$ cat config.mk
export PLATFORM = sky130hd
export DESIGN_NAME = spi_slave_rx
export DESIGN_NICKNAME = d
export VERILOG_FILES = /design/src/rtl/spi_pkg.sv /design/src/rtl/spi_sync.sv /design/src/rtl/spi_slave_rx.sv
export SDC_FILE = /design/constraint.sdc
export NUM_CORES = 1
export LEC_CHECK = 0
export CORE_MARGIN = 4
export CORE_UTILIZATION = 52
export DETAILED_ROUTE_END_ITERATION = 16
export GPL_TIMING_DRIVEN = 0
export PLACE_DENSITY = 0.77
export SYNTH_ARGS = -nofsm -noshare
export SYNTH_HDL_FRONTEND = slang
export SYNTH_SLANG_ARGS = --single-unit
$ cat constraint.sdc
create_clock -name clk -period 2.1 [get_ports clk]
set_clock_uncertainty 0.05 [all_clocks]
set_input_delay 0.42 -clock clk [delete_from_list [all_inputs] [get_ports clk]]
set_output_delay 0.42 -clock clk [all_outputs]
set_load 0.05 [all_outputs]
$ cat src/rtl/spi_pkg.sv
// spi_pkg: definitions shared by the SPI master and the SPI slave receiver.
//   spi_state_t - receiver state machine encoding (IDLE, SHIFT)
//   SPI_DATA_W  - default bits per word, shared with the master
package spi_pkg;

    localparam int SPI_DATA_W = 8;

    typedef enum logic {
        IDLE  = 1'b0,
        SHIFT = 1'b1
    } spi_state_t;

endpackage : spi_pkg

$ cat src/rtl/spi_sync.sv
// spi_sync: multi-flop bit synchronizer with a selectable reset value.
// Ports:
//   clk     - destination clock
//   reset_n - asynchronous active-low reset; every stage loads RESET_VAL
//   d       - asynchronous input bit
//   q       - synchronized output (last stage of the chain)
module spi_sync #(
    parameter int   STAGES    = 2,
    parameter logic RESET_VAL = 1'b1
) (
    input  logic clk,
    input  logic reset_n,
    input  logic d,
    output logic q
);

    logic [STAGES-1:0] chain;

    always_ff @(posedge clk or negedge reset_n) begin
        if (!reset_n) begin
            chain <= {STAGES{RESET_VAL}};
        end else begin
            chain <= {chain[STAGES-2:0], d};
        end
    end

    assign q = chain[STAGES-1];

endmodule : spi_sync

$ cat src/rtl/spi_slave_rx.sv
// spi_slave_rx: receive-only SPI endpoint, oversampled by the system clock.
// mosi is shifted in MSB first on falling edges of the synchronized spi_clk
// while a frame (cs low) is active; each completed word is offered on a
// valid/ready holding register.
// Ports:
//   clk       - system clock, rising edge
//   reset_n   - asynchronous active-low reset
//   spi_clk   - SPI clock from the master, idles high
//   cs        - chip select, active low
//   mosi      - serial data, MSB first
//   rx_data   - last accepted word
//   rx_valid  - rx_data holds an unconsumed word
//   rx_ready  - consumer takes the word when rx_valid && rx_ready
//   busy      - a frame is in progress
//   frame_err - one-cycle pulse: frame ended with a partial word pending
//   overrun   - one-cycle pulse: a word completed while the holder was full
module spi_slave_rx
    import spi_pkg::*;
#(
    parameter int DATA_W      = SPI_DATA_W,
    parameter int SYNC_STAGES = 2
) (
    input  logic              clk,
    input  logic              reset_n,
    input  logic              spi_clk,
    input  logic              cs,
    input  logic              mosi,
    output logic [DATA_W-1:0] rx_data,
    output logic              rx_valid,
    input  logic              rx_ready,
    output logic              busy,
    output logic              frame_err,
    output logic              overrun
);

    localparam int                CNT_W     = $clog2(DATA_W) + 1;
    localparam logic [CNT_W-1:0]  WORD_BITS = CNT_W'(DATA_W);

    logic sclk_s;
    logic cs_s;
    logic mosi_s;

    spi_sync #(.STAGES(SYNC_STAGES), .RESET_VAL(1'b1)) u_sync_sclk (
        .clk     (clk),
        .reset_n (reset_n),
        .d       (spi_clk),
        .q       (sclk_s)
    );

    spi_sync #(.STAGES(SYNC_STAGES), .RESET_VAL(1'b1)) u_sync_cs (
        .clk     (clk),
        .reset_n (reset_n),
        .d       (cs),
        .q       (cs_s)
    );

    spi_sync #(.STAGES(SYNC_STAGES), .RESET_VAL(1'b1)) u_sync_mosi (
        .clk     (clk),
        .reset_n (reset_n),
        .d       (mosi),
        .q       (mosi_s)
    );

    spi_state_t              state;
    logic                    sclk_d;
    logic                    cs_d;
    logic [SYNC_STAGES-1:0]  warm;
    logic                    armed;
    logic [CNT_W-1:0]        bitcnt;
    logic [DATA_W-1:0]       shreg;

    logic sclk_fall;
    logic cs_fall;
    logic word_done;

    assign sclk_fall = sclk_d & ~sclk_s;
    assign cs_fall   = cs_d & ~cs_s;
    assign word_done = (state == SHIFT) && (bitcnt == WORD_BITS);
    assign busy      = (state == SHIFT);

    // The synchronizers come out of reset reading 1, so a cs held low across
    // reset release would look like a fresh 1->0 edge. 'warm' marks the point
    // where the chains hold real pin samples, and 'armed' only sets once cs
    // has genuinely been seen high after that, so in-progress frames are
    // never joined.
    always_ff @(posedge clk or negedge reset_n) begin
        if (!reset_n) begin
            warm  <= '0;
            armed <= 1'b0;
        end else begin
            warm <= {warm[SYNC_STAGES-2:0], 1'b1};
            if (warm[SYNC_STAGES-1] && cs_s) begin
                armed <= 1'b1;
            end
        end
    end

    always_ff @(posedge clk or negedge reset_n) begin
        if (!reset_n) begin
            state     <= IDLE;
            sclk_d    <= 1'b1;
            cs_d      <= 1'b1;
            bitcnt    <= '0;
            shreg     <= '0;
            rx_data   <= '0;
            rx_valid  <= 1'b0;
            frame_err <= 1'b0;
            overrun   <= 1'b0;
        end else begin
            sclk_d    <= sclk_s;
            cs_d      <= cs_s;
            frame_err <= 1'b0;
            overrun   <= 1'b0;

            case (state)
                IDLE: begin
                    bitcnt <= '0;
                    if (cs_fall && armed) begin
                        state <= SHIFT;
                    end
                end
                SHIFT: begin
                    if (cs_s) begin
                        // A word finishing exactly as cs rises still counts
                        // as complete, so it is not a framing error.
                        state  <= IDLE;
                        bitcnt <= '0;
                        if (bitcnt != '0 && !word_done) begin
                            frame_err <= 1'b1;
                        end
                    end else if (sclk_fall) begin
                        shreg  <= {shreg[DATA_W-2:0], mosi_s};
                        bitcnt <= word_done ? CNT_W'(1) : bitcnt + CNT_W'(1);
                    end else if (word_done) begin
                        bitcnt <= '0;
                    end
                end
                default: begin
                    state  <= IDLE;
                    bitcnt <= '0;
                end
            endcase

            // Holding register: a full, unread holder keeps its word and the
            // newcomer is dropped.
            if (word_done) begin
                if (!rx_valid || rx_ready) begin
                    rx_data  <= shreg;
                    rx_valid <= 1'b1;
                end else begin
                    overrun <= 1'b1;
                end
            end else if (rx_ready) begin
                rx_valid <= 1'b0;
            end
        end
    end

endmodule : spi_slave_rx

# Yosys cells after proc, flatten, opt, wreduce, memory -nomap -nowiden
# Cells that the tools add are included.
# word_totals
regBits	35
latch_bits	0
ramBits	0
rom_bits	0
in_bits	6
out_inout_bits	12
wordCells	51
n_memories	0
# classes
addsub	1
multipliers	0
n_div	0
magnitude_cmp	0
n_eq_ne	3
n_shift	0
muxes	16
bitwise	5
n_reduce_logical	12
# op_table
op	n
2-to-1 mux 4 bit	4
2-to-1 mux 1 bit	10
one-hot mux 4 bit (2 select lines)	1
adder 4 x 1 -> 4 bit, second input constant	1
== test 4 bit, second input constant	1
logical AND 1 bit	4
!= test 4 x 1 -> 1 bit, second input constant	1
AND reduction 2 bit	2
nonzero test 4 bit	1
NOT 1 bit	3
AND reduction 3 bit	1
AND 1 bit	2
logical NOT 1 bit	2
!= test 2 x 1 -> 1 bit, second input constant	1
one-hot mux 1 bit (2 select lines)	1
nonzero test 2 bit	1
logical OR 1 bit	1

# Depth between registers and ports, before layout
# Gate-level depths: netlist of the first run.
# depth
depth_word	7
depth_mapped	6
ltp_nobuf	5

# Hierarchy
# A second synthesis of the first run with hierarchy kept.
# unflattened
cells_unflattened	88
hier_area_um2	1287.5
# by_module_without_submodules
module	instances	cells_per_inst	area_each_um2	seq_area_each_um2
spi_slave_rx	1	82	1129.8	728.2
spi_sync	3	2	52.6	52.6

# Least setup slack after synthesis of the first run
# Ideal clock, no wire load.
# synth_timing
kind	reg2reg
start	register state (netlist: busy)
end	register shreg[0]
setup_time_ns	0.125
t_arrival_ns	1.493
required_time_ns	1.925
slack_ns	0.432
path_stages_with_launch	4
path_buffers	0
synth_period_minus_slack_ns	1.668
cell_sequence	dfrtp_1 -> nand2b_1 -> nor2_4 -> mux2_2
# synth_between
elab_chain_len	1
# synth_rtl
element	line_no	rtl
from (decl)	spi_slave_rx.sv:64	spi_state_t state;
from (signal assigned)	spi_slave_rx.sv:100	state <= IDLE;
from (signal assigned)	spi_slave_rx.sv:119	state <= SHIFT;
from (signal assigned)	spi_slave_rx.sv:126	state <= IDLE;
AND reduction 3 bit (no line)	n/a	
to (signal assigned)	spi_slave_rx.sv:132	shreg <= {shreg[DATA_W-2:0], mosi_s};
to (decl)	spi_slave_rx.sv:70	logic [DATA_W-1:0] shreg;
# Every way passes these cells.
# A chain may end at the register's enable or synchronous reset.

# Final worst setup path of the first run
# layout_timing
start	register rx_data[1]
end	output rx_data[1]
# layout_lines
element	line_no	rtl
from (decl)	spi_slave_rx.sv:28	output logic [DATA_W-1:0] rx_data,
from (signal assigned)	spi_slave_rx.sv:148	rx_data <= shreg;
# No word-level cell between the ends.

==> results of run 1 <==
power groups by stage:
stage	Clock, W	Sequential (W)	Combinational (W)
2_1_floorplan	0	0.000741	0.0000281
3_3_place_gp	0	0.000740	0.0000602
3_5_place_dp	0	0.000743	0.0000622
4_1_cts	0.000372	0.000730	0.0000608
5_1_grt	0.000399	0.000735	0.0000664
6_report	0.000355	0.000730	0.0000586
worst max-delay path by stage:
stage	slack (ns)	end	cells after the start	from
6_report	0.13	rx_data[1]	1	rx_data[1]
5_1_grt	0.05	rx_data[1]	1	rx_data[1]
2_1_floorplan	0.43	shreg[0]	3	busy
3_3_place_gp	-0.06	bitcnt[3]	1	reset_n
3_5_place_dp	0.25	rx_data[4]	5	rx_ready
4_1_cts	0.10	rx_valid	1	rx_valid
timing repair:
action,in CTS,in global routing
gates resized for setup,1,0
setup endpoints to repair,1,0
endpoints found under the hold margin,0,0
state kept, by name, indices dropped and copies added, names as in the netlist, 2 cells and up:
name,flops
rx_data,8
shreg,8
bitcnt,4
u_sync_cs.chain,2
u_sync_mosi.chain,2
u_sync_sclk.chain,2
warm,2
per-layer routing:
layer  vias up  routed length [µm]  share of wire  global-route usage
met5         -                   0              0                   0
met4         0                  21          0.012              0.0596
met3         4                  93          0.051              0.0668
met2        18                 882           0.48               0.215
met1       351                 828           0.45               0.145
li1        341                   -              -                   -
final cells by class:
cell class,instances,share of cell area
inverters,3,0.00731
clock inverters,3,0.0130
clock buffers,5,0.0244
repair buffers,17,0.106
plain buffers,1,0.00487
flip-flops and latches,35,0.575
well taps,28,0.0227
multi-input cells,47,0.246
stage by stage:
stage               utilization  worst slack, ns  cell area, µm²
floorplan                     -            0.432            1280
global placement          0.654          -0.0645            1490
detailed placement        0.652            0.250            1480
CTS                       0.677            0.103            1540
global route              0.677           0.0524            1540
finish                    0.677            0.128            1540
placed cells by master, fill, tap and decap left out, types with 2 or more instances in the layout:
| cell type | n |
|---|---|
| dfrtp_1 | 27 |
| mux2_2 | 17 |
| clkdlybuf4s50_1 | 15 |
| dfstp_2 | 8 |
| a21oi_1 | 5 |
| clkbuf_4 | 5 |
| nand2b_1 | 4 |
| inv_1 | 3 |
| nor2_1 | 3 |
| nand2_1 | 3 |
| nand3_1 | 3 |
| nor2b_1 | 2 |
| ha_1 | 2 |
| clkinvlp_4 | 2 |
synthesized netlist by cell type:
cell type and number:
a21o_1 1, a21oi_1 5, and3_1 1, buf_4 1, conb_1 1, dfrtp_1 27, dfstp_2 8, ha_1 2
inv_1 3, mux2_2 17, nand2_1 3, nand2b_1 4, nand3_1 3, nand4b_2 1, nor2_1 3, nor2_4 1
nor2b_1 2, o211ai_1 1, o21ai_0 1, or3_1 1
kinds of logic after synthesis:
logic type | count (synthesis)
buffers and inverters | 4
flip-flops | 35
adder cells (fa/ha/maj) | 2
AND/OR/NAND/NOR | 19
multiplexers | 17
AO/OA/AOI/OAI | 8
other | 1
worst reg2reg max path: cells and delay by family, from the launching register on:
family	cells	cell delay, ns
flip-flops	1	0.42
multiplexers	1	0.35
AND/OR/NAND/NOR	2	0.32
buffers and inverters	2	0.26
adder cells (fa/ha/maj)	1	0.20
==> flow_summary.toml, run 1 <==
[drt]
drt.antenna.violating_nets = 0
first_pass_iters = 3
first_iter_violations = 9
wire_per_inst_um = 13.1
drc = 0
wl_um = 1830
vias = 714
drt-vias-per-instance = 5.14

[yosys]
synth_compound_area_frac = 0.0351
ys_seq_area_frac = 0.690
ys_seq_elements = 35
synth_top_area_share = 0.526
avgSynthCellArea_um2 = 14.9
ys_warn_count = 0
synth_area_leader_cell = "dfrtp_1"
synth-xor-area-share = 0
synth_cell_types = 20
synth_adder_area_share = 0.0195
synth_nets = 94
synth_simple_gate_area_frac = 0.0887
synthMuxAreaShare = 0.149
syn_area_um2 = 1280
syn-instance-count = 86
synth_area_leaders = "dfrtp_1, dfstp_2, mux2_2"
synth_top_family_by_area = "multiplexers"

[floorplan]
die_w_um = 57.7
io_pins = 18
die-area_um2 = 3330
core-area_um2 = 2280
row_count = 17
initial_utilization = 0.564
die_h_um = 57.7

[timing]
fin_crit_ns = 1.97
slew_violations = 0
worstMarginPinSlew_ns = 0.712
setup_viol = 0
rsz0062_at_grt = "false"
post-route-period-util = 0.939
fmax_ghz = 0.507
slew_headroom = 0.525
hold_ws_ns = 0.0721
timing.setup.tns_ns = 0
hold_viol = 0

[worst_setup_path]
cp.required_ns = 1.63
start_kind = "flip-flop"
r2r_start = "bitcnt[0]"
reg2reg_depth = 6
path_max_fanout = 2
crit_chain = "clkdlybuf4s50_1"
crit_type = "flip-flop to primary output"
arrival_ns = 1.50
rrSetupSlack_ns = 0.39
crit_slowest_cell = "clkdlybuf4s50_1"
end_kind = "primary output"
path_buf_inv = 1
critPathMaxStageDelay_ns = 0.80
cp_top_family = "buffers and inverters"
reg2reg_to = "rx_data[4]"

[placement]
place.gp.congestion = 0.683
io_buffers = 17
dp_cells = 131
hpwl_um = 1240

[global_route]
first_global_vias = 775
grt_antenna_before_repair = 0
grt_start_max_net_pins = 36
grt_pass1_wl_um = 3220
grt_overflow = 0
track_usage = 0.132

[layout]
regArea_um2 = 886
fill_cells = 167
drive_gt1_frac = 0.333
layout.cells.non_filler = 139
area_growth_pct = 20.0
n_antenna_cell = 0
multiInputGateArea_um2 = 379
nNetsFinal = 118

[clock_network]
cts_hold_buf = 0
cts_buffers = 5
post_cts.repair.setup_buffers = 0
cts.sinks = 35
clock_path_buffers = 2
tritoncts = "yes"
htree_levels = 2
clk_pin_slew_ns = 0.11
clk-insertion-delay-late_ns = 0.33
root_buffer = "clkbuf_4"

[pwr]
cellPowerDensity_nw_per_um2 = 742
clkPwrFrac = 0.310
leakagePower_nw = 0.699
p_total_w = 0.00114
pwr-share-comb = 0.051
max-vdd-ir-drop_mv = 0.652
power.switching_w = 0.000278
p_sw_frac = 0.243
pwr-share-seq = 0.638
p_int_w = 0.000865

[hold_path]
hold_path.class = "primary input to async pin"

[flow_run]
max-cap-violations = 0

[run_status]
status = "complete, no violations"
(Power assumes the default switching activity.)
==> run 2, diff against run 1 <==
--- a/config.mk
+++ b/config.mk
@@ -6,10 +6,10 @@
 export NUM_CORES = 1
 export LEC_CHECK = 0
 export CORE_MARGIN = 4
-export CORE_UTILIZATION = 52
+export CORE_UTILIZATION = 56
 export DETAILED_ROUTE_END_ITERATION = 16
 export GPL_TIMING_DRIVEN = 0
-export PLACE_DENSITY = 0.77
+export PLACE_DENSITY = 0.82
 export SYNTH_ARGS = -nofsm -noshare
 export SYNTH_HDL_FRONTEND = slang
 export SYNTH_SLANG_ARGS = --single-unit
==> constraint.sdc (replaced) <==
create_clock -name clk -period 2.5 [get_ports clk]
set_clock_uncertainty 0.05 [all_clocks]
set_input_delay 0.5 -clock clk [delete_from_list [all_inputs] [get_ports clk]]
set_output_delay 0.5 -clock clk [all_outputs]
set_load 0.05 [all_outputs]
==> run 2 against run 1 <==
Worst hold slack improved by 0.095 ns. Via count decreased by 2.7%. Sequential share of layout area decreased by 0.46 points. Final area increased by 0.81%. Utilization increased by 3.2 points. Non-clock buffer count unchanged. Final cell count unchanged. Setup slack improved by 0.23 ns. Register-to-register slack improved by 0.40 ns. First-iteration DRC count unchanged. Die area decreased by 6.2%. Sequential power decreased by 16%. Critical endpoint is now busy.
==> flow_summary.toml, run 2 (synthesized netlist as in run 1, its figures left out) <==
[drt]
drc = 0
drt.antenna.violating_nets = 0
drt-vias-per-instance = 5.00
vias = 695
first_pass_iters = 3
first_iter_violations = 9
wire_per_inst_um = 12.8
wl_um = 1780

[layout]
drive_gt1_frac = 0.324
layout_commonest_cell = "dfrtp_1"
area_growth_pct = 21.0
postLayoutCoreUtil = 0.709
n_antenna_cell = 0
final_cell_mix = "dfrtp_1, mux2_2, clkdlybuf4s50_1"
reg.largest.list = "rx_data: 8 flops, shreg: 8 flops, bitcnt: 4 flops"
nNetsFinal = 118
layout.cells.non_filler = 139

[floorplan]
die-area_um2 = 3120
core-area_um2 = 2190
row_count = 17
die_w_um = 55.9
initial_utilization = 0.586
die_h_um = 55.9
io_pins = 18

[timing]
post-route-period-util = 0.857
hold_viol = 0
worstMarginPinSlew_ns = 0.730
setup_viol = 0
fin_crit_ns = 2.14
fmax_ghz = 0.466
rsz0062_at_grt = "false"
timing.setup.tns_ns = 0
slew_headroom = 0.514
slew_violations = 0

[clock_network]
cts.sinks = 35
htree_levels = 2
cts_buffers = 5
clk-insertion-delay-late_ns = 0.33
cts_resized = 0
clock_path_buffers = 2
cts_hold_buf = 0
tritoncts = "yes"
root_buffer = "clkbuf_4"
post_cts.repair.setup_buffers = 0
clk_pin_slew_ns = 0.11

[worst_setup_path]
start_kind = "flip-flop"
critPathMaxStageDelay_ns = 0.83
path_max_fanout = 5
cp.required_ns = 1.95
arrival_ns = 1.59
cp_top_family = "buffers and inverters"
crit_slowest_cell = "clkdlybuf4s50_1"
path_buf_inv = 1
crit_chain = "clkdlybuf4s50_1"
crit_type = "flip-flop to primary output"
end_kind = "primary output"

[run_status]
status = "complete, no violations"

[placement]
hpwl_um = 1200
place.gp.congestion = 0.730
io_buffers = 17
dp_cells = 131

[flow_run]
max-cap-violations = 0

[pwr]
max-vdd-ir-drop_mv = 0.508
leakagePower_nw = 0.707
cellPowerDensity_nw_per_um2 = 645

[global_route]
grt_pass1_wl_um = 3390
first_global_vias = 769
grt_antenna_before_repair = 0
grt_start_max_net_pins = 36
grt_overflow = 0
track_usage = 0.144

[hold_path]
hold_path.class = "primary input to async pin"
## run 2: routing by layer
metal	wire, µm	vias up	global-route usage
met2	832	13	0.218
li1	-	341	-
met3	69	4	0.0487
met5	0	-	0
met1	831	337	0.180
met4	50	0	0.0814
## run 2: path summary, 6_finish.rpt
kind / from / depth (start not counted) / slack [ns] / endpoint
worst max-delay path: busy / 1 / 0.36 / busy
worst min-delay path: reset_n / 1 / 0.17 / rx_data[7]
worst max register to register: bitcnt[0] / 6 / 0.79 / rx_data[1]
worst min register to register: warm[0] / 0 / 0.30 / warm[1]
max in group asynchronous: reset_n / 1 / 1.76 / warm[1]
min in group clk: warm[0] / 0 / 0.30 / warm[1]
## run 2: report_power, final
part / internal [W] / switching [W]
clock network: 0.000166 / 0.000173
logic: 0.0000240 / 0.0000261
registers: 0.000596 / 0.0000160
## run 2: final cells by class
type / instances / area, µm²
sequential: 35 / 886
fill: 146 / 638
multi-input combinational: 47 / 379
timing repair buffer: 17 / 165
clock buffer: 8 / 68.8
tap: 28 / 35.0
inverter: 3 / 11.3
buffer: 1 / 7.51
## run 2: worst reg2reg max path, cell delays in order (launching register included)
cell	delay (ns)
dfrtp_1	0.43
inv_1	0.07
ha_1	0.20
nand4b_2	0.18
nor2b_1	0.15
buf_4	0.18
mux2_2	0.34
## run 2: per-stage QoR
step	cell area (µm²)	power, W	setup slack [ns]	hold WS (ns)
finish	1550	0.00100	0.356	0.167
global route	1550	0.00105	0.297	0.217
CTS	1550	0.00101	0.338	0.194
detailed placement	1480	0.000675	0.563	0.286
global placement	1490	0.000672	0.244	0.282
floorplan	1280	0.000646	0.832	0.154
==> run 3, diff against run 2 <==
--- a/config.mk
+++ b/config.mk
@@ -6,10 +6,10 @@
 export NUM_CORES = 1
 export LEC_CHECK = 0
 export CORE_MARGIN = 4
-export CORE_UTILIZATION = 56
+export CORE_UTILIZATION = 55
 export DETAILED_ROUTE_END_ITERATION = 16
 export GPL_TIMING_DRIVEN = 0
-export PLACE_DENSITY = 0.82
+export PLACE_DENSITY = 0.8
 export SYNTH_ARGS = -nofsm -noshare
 export SYNTH_HDL_FRONTEND = slang
 export SYNTH_SLANG_ARGS = --single-unit
==> run 3 against run 2 <==
Highest routed layer unchanged. Clock power is 8.6% lower. Via count is 3.0% higher. Largest power group unchanged. Critical path depth stayed put.
==> flow_summary.toml, run 3 (synthesized netlist as in run 1, its figures left out) <==
[global_route]
grt_overflow = 0
grt_antenna_before_repair = 0
grt_start_max_net_pins = 36
track_usage = 0.146
grt_pass1_wl_um = 3400
first_global_vias = 788

[floorplan]
die_w_um = 56.3
core-area_um2 = 2210
row_count = 17
io_pins = 18
die_h_um = 56.3
die-area_um2 = 3170
initial_utilization = 0.580

[worst_setup_path]
path_max_fanout = 5
cp_top_family = "buffers and inverters"
rrSetupSlack_ns = 0.77
arrival_ns = 1.60
start_kind = "flip-flop"
cp.required_ns = 1.95
end_kind = "primary output"
crit_type = "flip-flop to primary output"
crit_slowest_cell = "clkdlybuf4s50_1"
path_buf_inv = 1
crit_chain = "clkdlybuf4s50_1"
critPathMaxStageDelay_ns = 0.83

[timing]
hold_viol = 0
fin_crit_ns = 2.15
slew_headroom = 0.515
worstMarginPinSlew_ns = 0.727
timing.setup.tns_ns = 0
post-route-period-util = 0.858
hold_ws_ns = 0.162
setup_viol = 0
slew_violations = 0
rsz0062_at_grt = "false"
fmax_ghz = 0.466
postLayoutSetupSlackWorst_ns = 0.354

[layout]
n_antenna_cell = 0
layout_commonest_cell = "dfrtp_1"
fill_cells = 157
drive_gt1_frac = 0.324
nNetsFinal = 118
final_cell_mix = "dfrtp_1, mux2_2, clkdlybuf4s50_1"
reg.largest.list = "rx_data: 8 flops, shreg: 8 flops, bitcnt: 4 flops"
area_growth_pct = 20.3

[drt]
first_pass_iters = 4
vias = 716
wire_per_inst_um = 13.2
first_iter_violations = 6
drt-vias-per-instance = 5.15
drt.antenna.violating_nets = 0
drc = 0
wl_um = 1840

[clock_network]
cts_hold_buf = 0
clk_pin_slew_ns = 0.11
post_cts.repair.setup_buffers = 0
cts.sinks = 35
cts_resized = 0
root_buffer = "clkbuf_4"
tritoncts = "yes"
clock_path_buffers = 2
clk-insertion-delay-late_ns = 0.33
htree_levels = 2
cts_buffers = 5

[pwr]
max-vdd-ir-drop_mv = 0.590
leakagePower_nw = 0.704
p_total_w = 0.000976
cellPowerDensity_nw_per_um2 = 632

[flow_run]
max-cap-violations = 0

[placement]
place.gp.congestion = 0.682
place_ws_ns = 0.561
io_buffers = 17
hpwl_um = 1260

[run_status]
status = "complete, no violations"

[hold_path]
hold_path.class = "primary input to async pin"
==> run 3: power by group <==
| part | leakage, nW | total, W | internal (W) | switching (W) |
|---|---|---|---|---|
| clock | 0.0353 | 0.000310 | 0.000136 | 0.000174 |
| combinational | 0.222 | 0.0000511 | 0.0000241 | 0.0000270 |
| sequential | 0.447 | 0.000614 | 0.000596 | 0.0000176 |
| total | 0.704 | 0.000976 | 0.000757 | 0.000219 |
==> run 3: path summary, 6_finish.rpt <==
| check | from | endpoint | cells past startpoint |
|---|---|---|---|
| setup / recovery | busy | busy | 1 |
| hold / removal | reset_n | bitcnt[2] | 1 |
| setup reg to reg | bitcnt[1] | rx_data[4] | 6 |
| hold reg to reg | u_sync_sclk.chain[0] | u_sync_sclk.chain[1] | 0 |
| max in group asynchronous | reset_n | warm[0] | 1 |
| min in group clk | u_sync_sclk.chain[0] | u_sync_sclk.chain[1] | 0 |
==> run 3: through the flow <==
| stage | instances | util | instance area [µm²] |
|---|---|---|---|
| 2_1_floorplan | 86 | - | 1280 |
| 3_3_place_gp | 131 | 0.673 | 1490 |
| 3_5_place_dp | 131 | 0.671 | 1480 |
| 4_1_cts | 139 | 0.698 | 1540 |
| 5_1_grt | 139 | 0.698 | 1540 |
| 6_report | 139 | 0.698 | 1540 |
==> run 3: layout make-up <==
type | instances | area, µm² | share of cell area
timing repair buffer | 17 | 165 | 0.107
clock buffer | 7 | 55.1 | 0.0357
inverter | 3 | 11.3 | 0.00729
sequential | 35 | 886 | 0.574
multi-input combinational | 47 | 379 | 0.246
clock inverter | 1 | 5.00 | 0.00324
tap | 28 | 35.0 | 0.0227
buffer | 1 | 7.51 | 0.00486
==> run 3: metal layers <==
metal	vias up	track usage	wire [µm]
li1	338	-	-
met1	359	0.160	817
met2	15	0.229	897
met3	4	0.0759	85
met4	0	0.0814	38
met5	-	0	0
